File: src/rtl/calc_display_driver.sv
// Captures an 8-bit result, converts it to BCD by sequential double-dabble and scans it onto a 3-digit 7-segment display.
// Optional leading-zero blanking: define CALC_DISP_LZB_EN.
module calc_display_driver #(
  parameter int unsigned REFRESH_DIV = 1024
) (
  input  logic       clock,
  input  logic       Reset,
  input  logic [7:0] value,
  input  logic       load,
  output logic       busy,
  output logic [6:0] seg,
  output logic [2:0] digit_en
);

  localparam logic [1:0] S_IDLE   = 2'd0;
  localparam logic [1:0] S_SHIFT  = 2'd1;
  localparam logic [1:0] S_UPDATE = 2'd2;

  localparam logic [15:0] DIV_LAST = 16'(REFRESH_DIV - 1);

  logic [1:0]  r_state;
  logic [7:0]  r_shift;
  logic [11:0] r_bcd;
  logic [2:0]  r_cnt;
  logic        r_pend;
  logic [7:0]  r_pend_val;
  logic [3:0]  r_hun, r_ten, r_one;
  logic [15:0] r_div;
  logic [2:0]  r_de;
  logic [6:0]  r_seg;

  logic [11:0] w_adj;
  logic        w_wrap;
  logic [2:0]  w_de_nxt;
  logic [3:0]  w_nib;
  logic        w_blank;
  logic [6:0]  w_seg_nxt;

  function automatic logic [6:0] seg_decode(input logic [3:0] nib);
    case (nib)
      4'd0:    seg_decode = 7'h3F;
      4'd1:    seg_decode = 7'h06;
      4'd2:    seg_decode = 7'h5B;
      4'd3:    seg_decode = 7'h4F;
      4'd4:    seg_decode = 7'h66;
      4'd5:    seg_decode = 7'h6D;
      4'd6:    seg_decode = 7'h7D;
      4'd7:    seg_decode = 7'h07;
      4'd8:    seg_decode = 7'h7F;
      4'd9:    seg_decode = 7'h6F;
      default: seg_decode = 7'h00;
    endcase
  endfunction

  always_comb begin
    w_adj = r_bcd;
    for (int unsigned i = 0; i < 3; i++) begin
      if (r_bcd[i*4 +: 4] >= 4'd5) w_adj[i*4 +: 4] = r_bcd[i*4 +: 4] + 4'd3;
    end
  end

  always_ff @(posedge clock) begin
    if (Reset) begin
      r_state    <= S_IDLE;
      r_shift    <= '0;
      r_bcd      <= '0;
      r_cnt      <= '0;
      r_pend     <= 1'b0;
      r_pend_val <= '0;
      r_hun      <= '0;
      r_ten      <= '0;
      r_one      <= '0;
    end else begin
      case (r_state)
        S_IDLE: begin
          if (load) begin
            r_shift <= value;
            r_bcd   <= '0;
            r_cnt   <= '0;
            r_state <= S_SHIFT;
          end
        end
        S_SHIFT: begin
          {r_bcd, r_shift} <= {w_adj[10:0], r_shift, 1'b0};
          r_cnt <= r_cnt + 3'd1;
          if (r_cnt == 3'd7) r_state <= S_UPDATE;
          if (load) begin
            r_pend     <= 1'b1;
            r_pend_val <= value;
          end
        end
        S_UPDATE: begin
          r_hun <= r_bcd[11:8];
          r_ten <= r_bcd[7:4];
          r_one <= r_bcd[3:0];
          r_pend <= 1'b0;
          // A load arriving in this cycle supersedes the stored pending value.
          if (load || r_pend) begin
            r_shift <= load ? value : r_pend_val;
            r_bcd   <= '0;
            r_cnt   <= '0;
            r_state <= S_SHIFT;
          end else begin
            r_state <= S_IDLE;
          end
        end
        default: r_state <= S_IDLE;
      endcase
    end
  end

  always_comb begin
    w_wrap   = (r_div == DIV_LAST);
    w_de_nxt = w_wrap ? {r_de[1:0], r_de[2]} : r_de;
    w_blank  = 1'b0;
    case (w_de_nxt)
      3'b010: begin
        w_nib = r_ten;
`ifdef CALC_DISP_LZB_EN
        w_blank = (r_hun == 4'd0) && (r_ten == 4'd0);
`endif
      end
      3'b100: begin
        w_nib = r_hun;
`ifdef CALC_DISP_LZB_EN
        w_blank = (r_hun == 4'd0);
`endif
      end
      default: w_nib = r_one;
    endcase
    w_seg_nxt = w_blank ? 7'h00 : seg_decode(w_nib);
  end

  // seg is decoded for the digit being enabled on the same edge.
  always_ff @(posedge clock) begin
    if (Reset) begin
      r_div <= '0;
      r_de  <= 3'b001;
      r_seg <= 7'h3F;
    end else begin
      r_div <= w_wrap ? '0 : r_div + 16'd1;
      r_de  <= w_de_nxt;
      r_seg <= w_seg_nxt;
    end
  end

  assign busy     = (r_state != S_IDLE);
  assign seg      = r_seg;
  assign digit_en = r_de;

endmodule

File: config.mk
export PLATFORM = sky130hd
export DESIGN_NAME = calc_display_driver
export DESIGN_NICKNAME = d
export VERILOG_FILES = /design/src/rtl/calc_display_driver.sv
export SDC_FILE = /design/constraint.sdc
export NUM_CORES = 1
export LEC_CHECK = 0
export CAP_MARGIN = 15
export CORE_UTILIZATION = 40
export CTS_CLUSTER_SIZE = 24
export DETAILED_ROUTE_END_ITERATION = 7
export PLACE_DENSITY = 0.57
export SLEW_MARGIN = 20
export SYNTH_ARGS = -nofsm -noshare
export SYNTH_HDL_FRONTEND = slang
export SYNTH_SLANG_ARGS = --single-unit
File: constraint.sdc
create_clock -name clock -period 4.56 [get_ports clock]
set_input_delay 0.912 -clock clock [delete_from_list [all_inputs] [get_ports clock]]
set_output_delay 0.912 -clock clock [all_outputs]
set_load 0.02 [all_outputs]
==> results.yml <==
clocking:
  cts_tree: "done"
  ctsHtreeMaxLevel: 3
  cts_resized: 0
  cts_buffers: 9
  clk_pin_slew_ps: 70
  clk_latency_ps: 340
  clock-sinks: 72
  cts_root_buffer: "clkbuf_8"
  cts_hold_buffers: 0
  cts_buffer_depth: 2
  cts_setup_buffers: 0
worst_setup_path:
  slowest_stage: "a222oi_1"
  timing.rr.end: "seg[6]"
  rr_worst_depth: 8
  required_ps: 4830
  critPathLaunch: "r_div[10]"
  path_cells: "or4_4 -> nor4_4 -> o22ai_2 -> a222oi_1 -> inv_1 -> ha_1 -> mux2_2 -> o31ai_2"
  cp.depth: 8
  critPathMaxStageDelay_ps: 900
  cpLargestDelayFamily: "compound AO/OA/AOI/OAI gates"
  critPathCaptureType: "register"
  regToRegSetupSlack_ps: 1140
  critical_path_buf_inv_count: 1
  startpoint_type: "register"
  crit_fanout: 8
  worstPathArrival_ps: 3690
  path_class: "register to register"
  r2r-start: "r_div[10]"
synthesis:
  syn_nets: 439
  syn_avg_cell_area_sq_um: 8.66
  ys_seq_area_frac: 0.407
  ys_top_cells_by_area: "dfxtp_1 41%, ha_1 6.7%, nor2_1 5.4%, mux2i_1 4.8%, a21oi_1 4.2%"
  synth.distinct_cells: 50
  synth_area_sq_um: 3540
  ys_ff_latch: 72
  async_reset_ff_frac: 0
  yosys_most_used_dff: "dfxtp_1"
  syn_inst: 409
  synth_top_area_share: 0.407
  synth-edff-count: 0
  yosys_warnings: 0
  yosysTopAreaCell: "dfxtp_1"
final_layout:
  n_antenna_cell: 0
  final_common_cell: "dfxtp_1"
  drive_gt1_frac: 0.0755
  final_nets: 452
  final_cell_mix: "72 x dfxtp_1, 51 x nor2_1, 33 x nand2_1, 30 x a21oi_1, 20 x clkdlybuf4s50_1"
  final_cells: 529
  area_growth_pct: 12.4
  multi_input_area_sq_um: 1950
  final_cell_area_sq_um: 3980
  fillers: 822
  seq_area_sq_um: 1440
timing:
  finalSetupViolCount: 0
  tightest_slew_ps: 1060
  clock.fmax_mhz: 293
  clock_skew_ps: 9.89
  hold_viol_final: 0
  setup_tns_ps: 0
  drv_slew: 0
  slew-limit-headroom: 0.295
  rsz0062_at_grt: "no"
  post-route-min-period_ps: 3420
  finalCritPeriodShare: 0.749
floorplanning:
  ios: 22
  initial_core_util: 0.422
  rows: 33
  die_h_um: 96.1
  fp.coreArea_sq_um: 8380
  die_w_um: 96.1
  die-area_sq_um: 9230
global_route:
  grt_max_degree: 47
  grt_pass1_wl_um: 12700
  grt_pass1_vias: 2708
  gr-usage-all-layers: 0.180
  antenna_found_initial: 0
  grt.overflow.total: 0
power:
  ir_worst_vdd_mv: 0.148
  p_int_mw: 0.916
  p_sw_frac: 0.257
  power_per_cell_area_nw_per_um2: 310
  p_leak_nw: 1.48
  power_frac_seq: 0.535
  clkPwrFrac: 0.356
  p_comb_frac: 0.109
  p_sw_mw: 0.317
  finalPower_mw: 1.23
placement:
  place_inst: 516
  place_congestion: 0.803
  numPortBuffers: 21
  hpwl_um: 4700
  dpl_cell_area_sq_um: 3820
flow_run:
  maxCapViolCount: 0
worst_hold_path:
  holdPathStages: 1
  min_from: "r_div[0]"
  min_to: "r_div[0]"
  hold_path.class: "register to register"
detailed_routing:
  firstDrtPassIters: 4
  routedWlPerCell_um: 13.6
  route.detailed.drc: 0
  drt-initial-drc-count: 116
  postRouteAntennaNets: 0
  num_vias: 2870
  viasPerCell: 5.43
  wl_um: 7180
status:
  outcome: "finished clean"
-- metrics by stage --
| step | hold slack, ps | setup slack, ps | utilization |
|---|---|---|---|
| after floorplan | 418 | 1530 | - |
| after global placement | 431 | 1220 | 0.455 |
| after detailed placement | 441 | 1120 | 0.455 |
| after CTS | 452 | 1110 | 0.475 |
| after global routing | 474 | 772 | 0.475 |
| final | 450 | 1140 | 0.475 |
-- power groups by stage --
stage                     combinational [mW]  sequential [mW]  clock [mW]
after detailed placement               0.135            0.675           0
after global routing                   0.152            0.663       0.484
after global placement                 0.134            0.674           0
after CTS                              0.135            0.660       0.457
after floorplan                       0.0965            0.672           0
final                                  0.134            0.660       0.439
-- cell usage after synthesis (all sizes together) (3+ instances only) --
cell and n:
dfxtp 72, nor2 51, nand2 33, a21oi 30
ha 19, nand3 19, o21ai 19, clkbuf 18
mux2i 17, inv 16, and3 14, a22o 9
a221oi 8, xor2 8, a211oi 7, a22oi 6
nand2b 6, nand4 6, xnor2 6, buf 5
nor3b 5, a222oi 3, or3 3
-- cell families (layout without fill, tap and decap cells) --
kind of cell | count (synthesis) | after routing | share of synthesized area
buffers and inverters | 40 | 55 | 0.0435
AO/OA/AOI/OAI | 93 | 93 | 0.177
adder cells (fa/ha/maj) | 19 | 19 | 0.0671
multiplexers | 19 | 19 | 0.0555
flip-flops | 72 | 72 | 0.407
AND/OR/NAND/NOR | 152 | 152 | 0.216
XOR/XNOR | 14 | 14 | 0.0346
-- state kept, by name (all words and copies together) (netlist names) --
signal      flops
r_state         2
r_pend_val      8
r_cnt           3
r_one           4
r_shift         8
r_hun           4
r_pend          1
seg             7
digit_en        3
r_ten           4
r_bcd          12
r_div          16
-- worst max-delay path by stage --
| stage | to | slack, ps |
|---|---|---|
| after floorplan | seg[6] | 1530 |
| after global placement | seg[6] | 1220 |
| after detailed placement | seg[6] | 1120 |
| after CTS | seg[6] | 1110 |
| after global routing | seg[6] | 770 |
| final | seg[6] | 1140 |
-- final cells by class --
cell class,instances,area share
clock buffer,12,0.0390
clock inverter,1,0.00126
inverter,17,0.0160
multi-input combinational,297,0.489
sequential,72,0.362
tap,105,0.0330
timing repair buffer,25,0.0591
-- metal layers --
layer,vias to the layer above,global-route usage,wire (um)
met4,0,0.106,154
met5,-,0,0
li1,1471,-,-
met1,1343,0.236,3550
met2,44,0.279,3260
met3,12,0.0284,215
Power figures use the tool's default switching activity.
